==> src/rtl/alu_issue_pkg.sv <==
// alu_issue_pkg
//   Shared definitions for the decode/issue stage and the registered ALU:
//   datapath widths, ALU op codes, RV32I major opcodes and the decoded
//   instruction record passed from alu_decode to alu_issue.
package alu_issue_pkg;

    localparam int XPR_LEN      = 32;
    localparam int ALU_OP_WIDTH = 4;

    typedef logic [ALU_OP_WIDTH-1:0] alu_op_t;

    localparam alu_op_t ALU_OP_ADD  = 4'd0;
    localparam alu_op_t ALU_OP_SLL  = 4'd1;
    localparam alu_op_t ALU_OP_XOR  = 4'd4;
    localparam alu_op_t ALU_OP_SRL  = 4'd5;
    localparam alu_op_t ALU_OP_OR   = 4'd6;
    localparam alu_op_t ALU_OP_AND  = 4'd7;
    localparam alu_op_t ALU_OP_SEQ  = 4'd8;
    localparam alu_op_t ALU_OP_SNE  = 4'd9;
    localparam alu_op_t ALU_OP_SUB  = 4'd10;
    localparam alu_op_t ALU_OP_SRA  = 4'd11;
    localparam alu_op_t ALU_OP_SLT  = 4'd12;
    localparam alu_op_t ALU_OP_SGE  = 4'd13;
    localparam alu_op_t ALU_OP_SLTU = 4'd14;
    localparam alu_op_t ALU_OP_SGEU = 4'd15;

    localparam logic [6:0] RV32_OP     = 7'b0110011;
    localparam logic [6:0] RV32_OP_IMM = 7'b0010011;
    localparam logic [6:0] RV32_LUI    = 7'b0110111;
    localparam logic [6:0] RV32_AUIPC  = 7'b0010111;

    localparam logic [6:0] FUNCT7_BASE = 7'b0000000;
    localparam logic [6:0] FUNCT7_ALT  = 7'b0100000;

    // Where operand A comes from: register file (with bypass), zero, or PC.
    typedef enum logic [1:0] {
        SRC_A_RF   = 2'd0,
        SRC_A_ZERO = 2'd1,
        SRC_A_PC   = 2'd2
    } src_a_e;

    typedef enum logic {
        SRC_B_RF  = 1'b0,
        SRC_B_IMM = 1'b1
    } src_b_e;

    typedef struct packed {
        alu_op_t            op;
        logic [XPR_LEN-1:0] imm;
        src_a_e             src_a;
        src_b_e             src_b;
        logic               use_rs1;
        logic               use_rs2;
        logic               illegal;
    } dec_t;

    // funct3 -> ALU op; alt selects SUB/SRA (funct7 = 0100000).
    function automatic alu_op_t funct3_to_op(input logic [2:0] funct3, input logic alt);
        alu_op_t op;
        case (funct3)
            3'b000:  op = alt ? ALU_OP_SUB : ALU_OP_ADD;
            3'b001:  op = ALU_OP_SLL;
            3'b010:  op = ALU_OP_SLT;
            3'b011:  op = ALU_OP_SLTU;
            3'b100:  op = ALU_OP_XOR;
            3'b101:  op = alt ? ALU_OP_SRA : ALU_OP_SRL;
            3'b110:  op = ALU_OP_OR;
            default: op = ALU_OP_AND;
        endcase
        return op;
    endfunction

endpackage

==> src/rtl/alu_issue_decode.sv <==
// alu_decode
//   Combinational RV32I integer decoder. Maps an instruction word to ALU op,
//   immediate, operand-source selects, source-used flags and illegal.
//   Ports:
//     instr_i  instruction word
//     dec_o    decoded record (see alu_issue_pkg::dec_t)
module alu_decode
    import alu_issue_pkg::*;
(
    input  logic [31:0] instr_i,
    output dec_t        dec_o
);

    logic [6:0] opcode;
    logic [2:0] funct3;
    logic [6:0] funct7;

    assign opcode = instr_i[6:0];
    assign funct3 = instr_i[14:12];
    assign funct7 = instr_i[31:25];

    always_comb begin
        dec_o         = '0;
        dec_o.op      = ALU_OP_ADD;
        dec_o.src_a   = SRC_A_RF;
        dec_o.src_b   = SRC_B_RF;
        dec_o.use_rs1 = 1'b0;
        dec_o.use_rs2 = 1'b0;
        dec_o.illegal = 1'b0;
        dec_o.imm     = {{20{instr_i[31]}}, instr_i[31:20]};

        case (opcode)
            RV32_OP: begin
                dec_o.use_rs1 = 1'b1;
                dec_o.use_rs2 = 1'b1;
                if (funct7 == FUNCT7_BASE) begin
                    dec_o.op = funct3_to_op(funct3, 1'b0);
                end else if (funct7 == FUNCT7_ALT && (funct3 == 3'b000 || funct3 == 3'b101)) begin
                    dec_o.op = funct3_to_op(funct3, 1'b1);
                end else begin
                    dec_o.illegal = 1'b1;
                end
            end
            RV32_OP_IMM: begin
                dec_o.use_rs1 = 1'b1;
                dec_o.src_b   = SRC_B_IMM;
                if (funct3 == 3'b001) begin
                    dec_o.imm     = {27'd0, instr_i[24:20]};
                    dec_o.op      = ALU_OP_SLL;
                    dec_o.illegal = (funct7 != FUNCT7_BASE);
                end else if (funct3 == 3'b101) begin
                    dec_o.imm     = {27'd0, instr_i[24:20]};
                    dec_o.op      = funct3_to_op(funct3, funct7 == FUNCT7_ALT);
                    dec_o.illegal = (funct7 != FUNCT7_BASE) && (funct7 != FUNCT7_ALT);
                end else begin
                    // ADDI has no SUB form, so funct7 bits are immediate here.
                    dec_o.op = funct3_to_op(funct3, 1'b0);
                end
            end
            RV32_LUI: begin
                dec_o.src_a = SRC_A_ZERO;
                dec_o.src_b = SRC_B_IMM;
                dec_o.imm   = {instr_i[31:12], 12'd0};
            end
            RV32_AUIPC: begin
                dec_o.src_a = SRC_A_PC;
                dec_o.src_b = SRC_B_IMM;
                dec_o.imm   = {instr_i[31:12], 12'd0};
            end
            default: begin
                dec_o.illegal = 1'b1;
            end
        endcase

        // A dropped instruction never reads operands, so it must not stall.
        if (dec_o.illegal) begin
            dec_o.use_rs1 = 1'b0;
            dec_o.use_rs2 = 1'b0;
        end
    end

endmodule

==> src/rtl/alu_issue.sv <==
// alu_issue
//   Decode-and-issue stage in front of a registered ALU. Accepts RV32I
//   integer instructions on a valid/ready handshake, reads the register
//   file, registers op/operands/enable for the ALU (S1), tracks the
//   destination through the ALU latency (S2) to drive writeback, bypasses
//   the ALU result and stalls one cycle on back-to-back dependencies.
//   Ports:
//     clk, rst_n                  clock, async active-low reset
//     in_valid/in_ready/in_instr  instruction handshake
//     in_pc                       PC of in_instr (AUIPC)
//     rf_raddr1/2, rf_rdata1/2    register-file read port
//     alu_op/alu_rs1/alu_rs2      registered ALU command
//     alu_enable                  ALU computes when high
//     alu_rd                      ALU result, one cycle after alu_enable
//     wb_we/wb_addr/wb_data       register-file writeback, aligned with alu_rd
//     illegal                     one-cycle pulse per accepted illegal instruction
module alu_issue
    import alu_issue_pkg::*;
(
    input  logic                    clk,
    input  logic                    rst_n,
    input  logic                    in_valid,
    output logic                    in_ready,
    input  logic [31:0]             in_instr,
    input  logic [XPR_LEN-1:0]      in_pc,
    output logic [4:0]              rf_raddr1,
    output logic [4:0]              rf_raddr2,
    input  logic [XPR_LEN-1:0]      rf_rdata1,
    input  logic [XPR_LEN-1:0]      rf_rdata2,
    output logic [ALU_OP_WIDTH-1:0] alu_op,
    output logic [XPR_LEN-1:0]      alu_rs1,
    output logic [XPR_LEN-1:0]      alu_rs2,
    output logic                    alu_enable,
    input  logic [XPR_LEN-1:0]      alu_rd,
    output logic                    wb_we,
    output logic [4:0]              wb_addr,
    output logic [XPR_LEN-1:0]      wb_data,
    output logic                    illegal
);

    dec_t               dec;
    logic [4:0]         rs1_addr, rs2_addr, rd_addr;
    logic               hazard, accept, issue;
    logic [XPR_LEN-1:0] opnd1, opnd2;

    logic               valid1_q, valid1_d;
    logic [4:0]         rd1_q, rd1_d;
    alu_op_t            op_q, op_d;
    logic [XPR_LEN-1:0] rs1_q, rs1_d;
    logic [XPR_LEN-1:0] rs2_q, rs2_d;
    logic               valid2_q, valid2_d;
    logic [4:0]         rd2_q, rd2_d;
    logic               illegal_q, illegal_d;

    alu_decode u_decode (
        .instr_i (in_instr),
        .dec_o   (dec)
    );

    assign rs1_addr  = in_instr[19:15];
    assign rs2_addr  = in_instr[24:20];
    assign rd_addr   = in_instr[11:7];
    assign rf_raddr1 = rs1_addr;
    assign rf_raddr2 = rs2_addr;

    // The producer in S1 has no result yet; only S2's result can be bypassed.
    assign hazard = in_valid && valid1_q && (rd1_q != 5'd0) &&
                    ((dec.use_rs1 && rs1_addr == rd1_q) ||
                     (dec.use_rs2 && rs2_addr == rd1_q));

    assign in_ready = !hazard;
    assign accept   = in_valid && in_ready;
    assign issue    = accept && !dec.illegal;

    // Checking the source against zero first also excludes rd2 == x0 from bypass.
    always_comb begin
        opnd1 = rf_rdata1;
        if (rs1_addr == 5'd0) begin
            opnd1 = '0;
        end else if (valid2_q && rd2_q == rs1_addr) begin
            opnd1 = alu_rd;
        end

        opnd2 = rf_rdata2;
        if (rs2_addr == 5'd0) begin
            opnd2 = '0;
        end else if (valid2_q && rd2_q == rs2_addr) begin
            opnd2 = alu_rd;
        end
    end

    always_comb begin
        valid1_d  = issue;
        rd1_d     = rd1_q;
        op_d      = op_q;
        rs1_d     = rs1_q;
        rs2_d     = rs2_q;
        if (issue) begin
            rd1_d = rd_addr;
            op_d  = dec.op;
            case (dec.src_a)
                SRC_A_ZERO: rs1_d = '0;
                SRC_A_PC:   rs1_d = in_pc;
                default:    rs1_d = opnd1;
            endcase
            rs2_d = (dec.src_b == SRC_B_IMM) ? dec.imm : opnd2;
        end
        valid2_d  = valid1_q;
        rd2_d     = rd1_q;
        illegal_d = accept && dec.illegal;
    end

    always_ff @(posedge clk or negedge rst_n) begin
        if (!rst_n) begin
            valid1_q  <= 1'b0;
            rd1_q     <= 5'd0;
            op_q      <= ALU_OP_ADD;
            rs1_q     <= '0;
            rs2_q     <= '0;
            valid2_q  <= 1'b0;
            rd2_q     <= 5'd0;
            illegal_q <= 1'b0;
        end else begin
            valid1_q  <= valid1_d;
            rd1_q     <= rd1_d;
            op_q      <= op_d;
            rs1_q     <= rs1_d;
            rs2_q     <= rs2_d;
            valid2_q  <= valid2_d;
            rd2_q     <= rd2_d;
            illegal_q <= illegal_d;
        end
    end

    assign alu_op     = op_q;
    assign alu_rs1    = rs1_q;
    assign alu_rs2    = rs2_q;
    assign alu_enable = valid1_q;

    // A write to x0 still flows through the ALU but is suppressed here.
    assign wb_we   = valid2_q && (rd2_q != 5'd0);
    assign wb_addr = rd2_q;
    assign wb_data = alu_rd;
    assign illegal = illegal_q;

endmodule

==> config.mk <==
export PLATFORM = sky130hd
export DESIGN_NAME = alu_issue
export DESIGN_NICKNAME = d
export VERILOG_FILES = /design/src/rtl/alu_issue_pkg.sv /design/src/rtl/alu_issue_decode.sv /design/src/rtl/alu_issue.sv
export SDC_FILE = /design/constraint.sdc
export NUM_CORES = 1
export LEC_CHECK = 0
export CAP_MARGIN = 0
export CORE_MARGIN = 5
export CORE_UTILIZATION = 35
export DETAILED_ROUTE_END_ITERATION = 10
export HOLD_SLACK_MARGIN = 0.12
export PLACE_DENSITY = 0.72
export SYNTH_ARGS = -nofsm -noshare
export SYNTH_HDL_FRONTEND = slang
export SYNTH_SLANG_ARGS = --single-unit
export TNS_END_PERCENT = 1
==> constraint.sdc <==
create_clock -name clk -period 3 [get_ports clk]
set_clock_uncertainty 0.05 [all_clocks]
set_input_delay 0.6 -clock clk [delete_from_list [all_inputs] [get_ports clk]]
set_output_delay 0.6 -clock clk [all_outputs]
set_load 0.01 [all_outputs]
==> run summary <==
Die Width: 135.8 um
Synth area leaders: dfrtp_1 (37%), mux2_4 (16%), mux2i_1 (12%)
Syn-to-layout area delta: 64.54%
DRT antenna net count: 0
Area after DPL: 8687 um2
Top cell type by total area after synthesis: dfrtp_1
Final hold slack: 0.1720 ns
Ports: 282
Largest net degree at the start of global routing: 48
Min-Delay Path Class: input pin to asynchronous set/reset pin
Pins over their slew limit: 0
Period utilization: 97.61%
Sequential cell area fraction in the yosys report: 36.59%
Crit-path slowest cell: clkdlybuf4s50_1
Worst-path cell chain: clkdlybuf4s50_1, nand3_4, ha_4, o21a_1, a311oi_2, buf_4, nand3_1, buf_2
Vias: 5030
Worst slew pin tran: 0.6820 ns
Drt drc: 0
Site Rows: 46
Critical path peak fanout: 5
Num CTS Buffers: 9
Hold buffer count at CTS: 0
Dpl hpwl: 16.16 mm
Netlist Area Pre-Place: 5539 um2
Startpoint types: input pin
Max IR drop VDD: 331.3 uV
Layout Nets: 965
Share of the synthesized area in the top cell type: 36.59%
Critical path type: input pin to output pin
Global-route wire length before repair: 30.90 mm
Drt wl/cell: 20.05 um
Final non-filler cell total: 1021
WP buf/inv: 3
Average size of a mapped cell: 10.63 um2
Post-synth ARST share: 100.0%
Buffers added on ports: 281
Die Ht: 135.8 um
Synthesized Nets: 686
Total die area: 18440 um2
Crit path to: in_ready
Gate family responsible for the most delay along the worst path: buffers and inverters
Maximum clock frequency: 341.5 MHz
Clock slew at the register clock pins of the worst setup and hold paths: 0.06 ns
Initial Util: 35.25%
Initial antenna violation count: 0
R2r worst-path depth: 7
Reg2Reg Setup Slack: 0.67 ns
Pre-CTS setup slack: -0.6148 ns
DR iter-0 viols: 282
Post-Syn Instances: 521
Dpl cells: 1003
Clk buf depth: 2
Pwr dens: 468.0 nW/um2
Via density per instance: 4.927
Power, Total: 4.265 mW
Gr ovfl total: 0
Worst Setup SP: in_instr[2]
Status: complete, no violations
Main synth FF type: dfrtp_1
Setup violations, final: 0
H-tree depth: 3
Critical path endpoint category: output pin
CTS sink count: 81
WP data required: 2.35 ns
Worst-Skew Late Latency: 0.34 ns
Post-route cell area: 9114 um2
Post-layout minimum cycle time: 2.928 ns
Synth cell types: 44
Routability-driven placement congestion ratio: 0.8992
GRT Util Overall: 21.56%
Warnings from Yosys: 0
Vias in the first global route: 5436
R2R Path Start: wb_addr[2]
Drt pass-1 iters: 4
Max Cap Violations: 0
Max stage delay on crit path: 0.66 ns
Worst path depth: 8
Number of synthesized flops with an enable pin: 0
CP arrival: 2.28 ns
Unrepaired setup endpoints after global routing: false
FF+latch count, synth: 81
Clk root buf: clkbuf_16
Core box area: 15710 um2
Post-Route WL: 20.47 mm
LEAKAGE: 3.853 nW
Ant. Diodes: 0
Share of layout cells above drive strength 1: 21.61%
Worst setup margin: 0.07158 ns
Rel. slew slack: 54.32%
CTS tree: yes
RR Endpoint: alu_rs2[31]
Hold Violations, Final: 0
## synthesized netlist by cell type, types with 3 or more instances
cell type / count
and3_1: 3
a21oi_1: 23
o21a_1: 4
xor2_1: 9
dfrtp_1: 81
mux2_4: 60
nor2_1: 7
mux2i_1: 65
clkbuf_1: 15
inv_1: 8
o21ai_0: 48
buf_4: 42
xnor2_1: 12
mux2_2: 12
or4_1: 4
nor2b_1: 4
o22ai_1: 23
nand3_1: 5
buf_8: 6
nand2_1: 49
buf_2: 14
## how the worst min path moves through the flow
stage	slack (ns)	endpoint	cells past startpoint
3_5_place_dp	0.36	valid2_q	0
6_report	0.17	alu_rs1[2]	1
2_1_floorplan	0.25	alu_enable	0
5_1_grt	0.20	alu_rs1[10]	1
4_1_cts	0.18	alu_rs1[7]	1
3_3_place_gp	0.35	valid2_q	0
## where the power goes
group	switching [mW]	internal, mW	total, mW
combinational	0.540	0.999	1.54
sequential	0.177	1.33	1.51
clock	0.462	0.755	1.22
## cell families (layout without fill, tap and decap cells)
family	after synthesis	in the layout	synth area share, %
simple gates	86	86	7.726
mux	137	137	30.45
xor+xnor	21	21	3.321
buf+inv	86	370	10.35
fa+ha+maj	2	2	0.4517
compound gates	108	108	11.11
flops	81	81	36.59
## timing repair
item,in CTS,in global routing
gates resized for setup,7,18
pin swaps,0,5
setup buffers,1,1
endpoints found under the hold margin,0,0
endpoints found under the setup margin,20,55
## layout by cell type (no fill, tap or decap), types with 6 or more instances in the layout
cell and instances:
a21oi_1 23, buf_12 9, buf_4 56, clkbuf_16 9
clkdlybuf4s50_1 272, dfrtp_1 81, dlymetal6s2s_1 7, inv_1 8
mux2_2 12, mux2_4 60, mux2i_1 65, nand2_1 49
nor2_1 6, o21ai_0 48, o22ai_1 22, xnor2_1 12
xor2_1 8
## cell type report
| cell class | instances | area (um2) |
|---|---|---|
| timing repair buffer | 346 | 3431 |
| multi-input combinational | 354 | 3027 |
| fill | 1299 | 6599 |
| inverter | 8 | 30.03 |
| tap | 216 | 270.3 |
| clock inverter | 6 | 90.09 |
| clock buffer | 10 | 239.0 |
| sequential | 81 | 2027 |
## flip-flops by register name, indices dropped and copies added (netlist names)
register,flops
rd1_q,5
wb_addr,5
alu_rs1,32
illegal,1
valid2_q,1
alu_op,4
alu_enable,1
alu_rs2,32
## through the flow
| stage | utilization, % | TNS [ns] |
|---|---|---|
| 5_1_grt | 58.00 | 0 |
| 4_1_cts | 57.45 | -0.08999 |
| 6_report | 58.00 | 0 |
| 3_3_place_gp | 55.29 | -14.02 |
| 3_5_place_dp | 55.29 | -18.70 |
| 2_1_floorplan | - | 0 |
## routing by layer
layer,vias to the layer above,track usage [%],share of wire [%]
met5,-,0,0
met4,0,5.711,1.6
met3,20,4.235,6.4
met2,198,37.36,50
met1,2435,27.50,42
li1,2377,-,-
Power figures use the tool's default switching activity.
==> RTL change (same settings) <==
Take the reset off `rd1_q`, `rs1_q`, `rs2_q` and `rd2_q` and load them in a clocked block of their own.
--- a/src/rtl/alu_issue.sv
+++ b/src/rtl/alu_issue.sv
@@ -113,23 +113,22 @@
     always_ff @(posedge clk or negedge rst_n) begin
         if (!rst_n) begin
             valid1_q  <= 1'b0;
-            rd1_q     <= 5'd0;
             op_q      <= ALU_OP_ADD;
-            rs1_q     <= '0;
-            rs2_q     <= '0;
             valid2_q  <= 1'b0;
-            rd2_q     <= 5'd0;
             illegal_q <= 1'b0;
         end else begin
             valid1_q  <= valid1_d;
-            rd1_q     <= rd1_d;
             op_q      <= op_d;
-            rs1_q     <= rs1_d;
-            rs2_q     <= rs2_d;
             valid2_q  <= valid2_d;
-            rd2_q     <= rd2_d;
             illegal_q <= illegal_d;
         end
+    end
+
+    always_ff @(posedge clk) begin
+        rd1_q <= rd1_d;
+        rs1_q <= rs1_d;
+        rs2_q <= rs2_d;
+        rd2_q <= rd2_d;
     end
 
     assign alu_op     = op_q;
Formal check against the unedited RTL: not equivalent (a bounded check fails within 4 cycles, from zero or initial values and one cycle with rst_n low).
==> RTL change against the unedited design <==
Non-clock buffer count down 10. First-iteration DRC count down 8.5%. Sequential cell count unchanged. Wire length down 14%. Count of clock-buffer cells in the layout up 1. Critical path type unchanged. Global-route usage down 0.23 points. Setup slack better by 19 ps. Register-to-register slack worse by 20 ps. Cell area down 10%. Synthesized area down 15%. Critical endpoint unchanged.
Power is not compared: it rests on default switching activity, and its combinational part moved more than twofold at a synthesized area within 25%.
==> RTL change: results (changes against the unedited design) <==
| Metric | Value |
|---|---|
| Status | `completed` |
| Ys flop type | `edfxtp_1` |
| Routing usage on met2 | `0.388 (+0.0145)` |
| Post-Syn Nets | `597 (-13%)` |
| Via density per instance | `4.99 (+1.3%)` |
| Detail Placement HPWL | `13.9 mm (-14%)` |
| Clock buf count | `11 (+1)` |
| Signal buf overhead | `0.406 (+0.0296)` |
| Synth-to-Final Area Change | `74.1%` |
| Multi-input combinational area share | `0.241 (-0.0910)` |
| DRT Wirelength | `17.6 mm (-14%)` |
| Dpl cell area | `7820 sq um (-10%)` |
| Initial antenna violation count | `1 (+1)` |
| Seq_cells | `81 (unchanged)` |
| Worst endpoint data arrival time | `2260 ps (-20 ps)` |
| Routability cong. | `0.927 (+3.1%)` |
| Register area share after synthesis | `0.499 (+0.133)` |
| Hold WC Path Type | `flop to flop` |
| Max FO, Critical Path | `3 (-2)` |
| Synth unique cells | `43 (-2.3%)` |
| WHS Endpoint | `valid2_q` |
| Total track usage | `0.213 (-0.00235)` |
| Synth cell count leaders | `nand2_1 (72), edfxtp_1 (69), mux2i_1 (64)` |
| Detailed Routing Iterations Pass 1 | `5 (+1)` |
| Multi-input logic area | `1980 sq um (-35%)` |
| GR Layer Usage met1 | `0.245 (-0.0300)` |
| Fraction of area in registers | `0.286 (+0.0641)` |
| Non-clk bufs | `336 (-2.9%)` |
| FFs w/ async S/R, synth | `0.0864 (-0.914)` |
| Post-synth EDFFs | `69 (+69)` |
| # fillers | `1093 (-16%)` |
| Layout cells sized above 1 | `0.130 (-0.0866)` |
| Met3 Use GR | `0.0601 (+0.0178)` |
| Clock-cell share of area | `0.0362 (+0.0000877)` |
| Multi-In Gates | `279 (-21%)` |
| Slew HR | `0.751 (+0.207)` |
| Detail Route met2 WL | `9.14 mm (-11%)` |
| Final nets | `878 (-9.0%)` |
| Inverters | `6 (-2)` |
| FF-to-FF Start | `rd1_q[0]` |
| CTS max path bufs | `2 (unchanged)` |
| Iteration-0 DRC Markers | `258 (-8.5%)` |
| Routed length on met3 | `1.44 mm (+8.9%)` |
| Largest net degree at the start of global routing | `38 (-21%)` |
RTL change: through the flow:
step | power, W | setup slack [ps] | hold slack, ps | cells
after detailed placement | 0.00178 | -617 | 370 | 874
after global routing | 0.00296 | 2.14 | 403 | 894
after floorplan | 0.00143 | -57.4 | 254 | 432
after global placement | 0.00178 | -616 | 375 | 874
final | 0.00286 | 90.1 | 394 | 894
after CTS | 0.00289 | 2.90 | 396 | 892
RTL change: how the worst max path moves through the flow:
| stage | from | endpoint | cells after the start |
|---|---|---|---|
| floorplan | in_instr[28] | alu_rs1[0] | 6 |
| global placement | in_instr[27] | in_ready | 7 |
| detailed placement | in_instr[27] | in_ready | 7 |
| CTS | in_instr[28] | in_ready | 7 |
| global route | in_instr[27] | in_ready | 7 |
| finish | in_instr[27] | in_ready | 7 |
RTL change: timing repair:
item,in CTS,in global routing
setup buffers,2,2
gates resized for setup,25,4
endpoints found under the setup margin,1,1
hold buffers,0,0
pin swaps,7,8
RTL change: worst max-delay path, cell delays in order:
cell             delay [ps]
clkdlybuf4s15_2         210
or4_4                   530
nor3_4                  260
o21ai_2                 120
a221oi_4                280
nand3_1                 100
buf_2                   150
RTL change: power by group:
part	total [W]	internal (W)	switching (W)
combinational	0.000515	0.000331	0.000184
sequential	0.00125	0.00124	0.00000597
clock	0.00110	0.000652	0.000450
total	0.00286	0.00222	0.000640
RTL change: cell families (layout without fill, tap and decap cells):
logic type	Yosys count	after routing	share of synthesized area
and+or+nand+nor	103	103	0.104
AOI/OAI and AO/OA	85	85	0.111
DFF	81	81	0.499
buffers and inverters	72	358	0.0957
muxes	68	68	0.146
xor gates and xnor gates	21	21	0.0391
adders and majority gates	2	2	0.00532
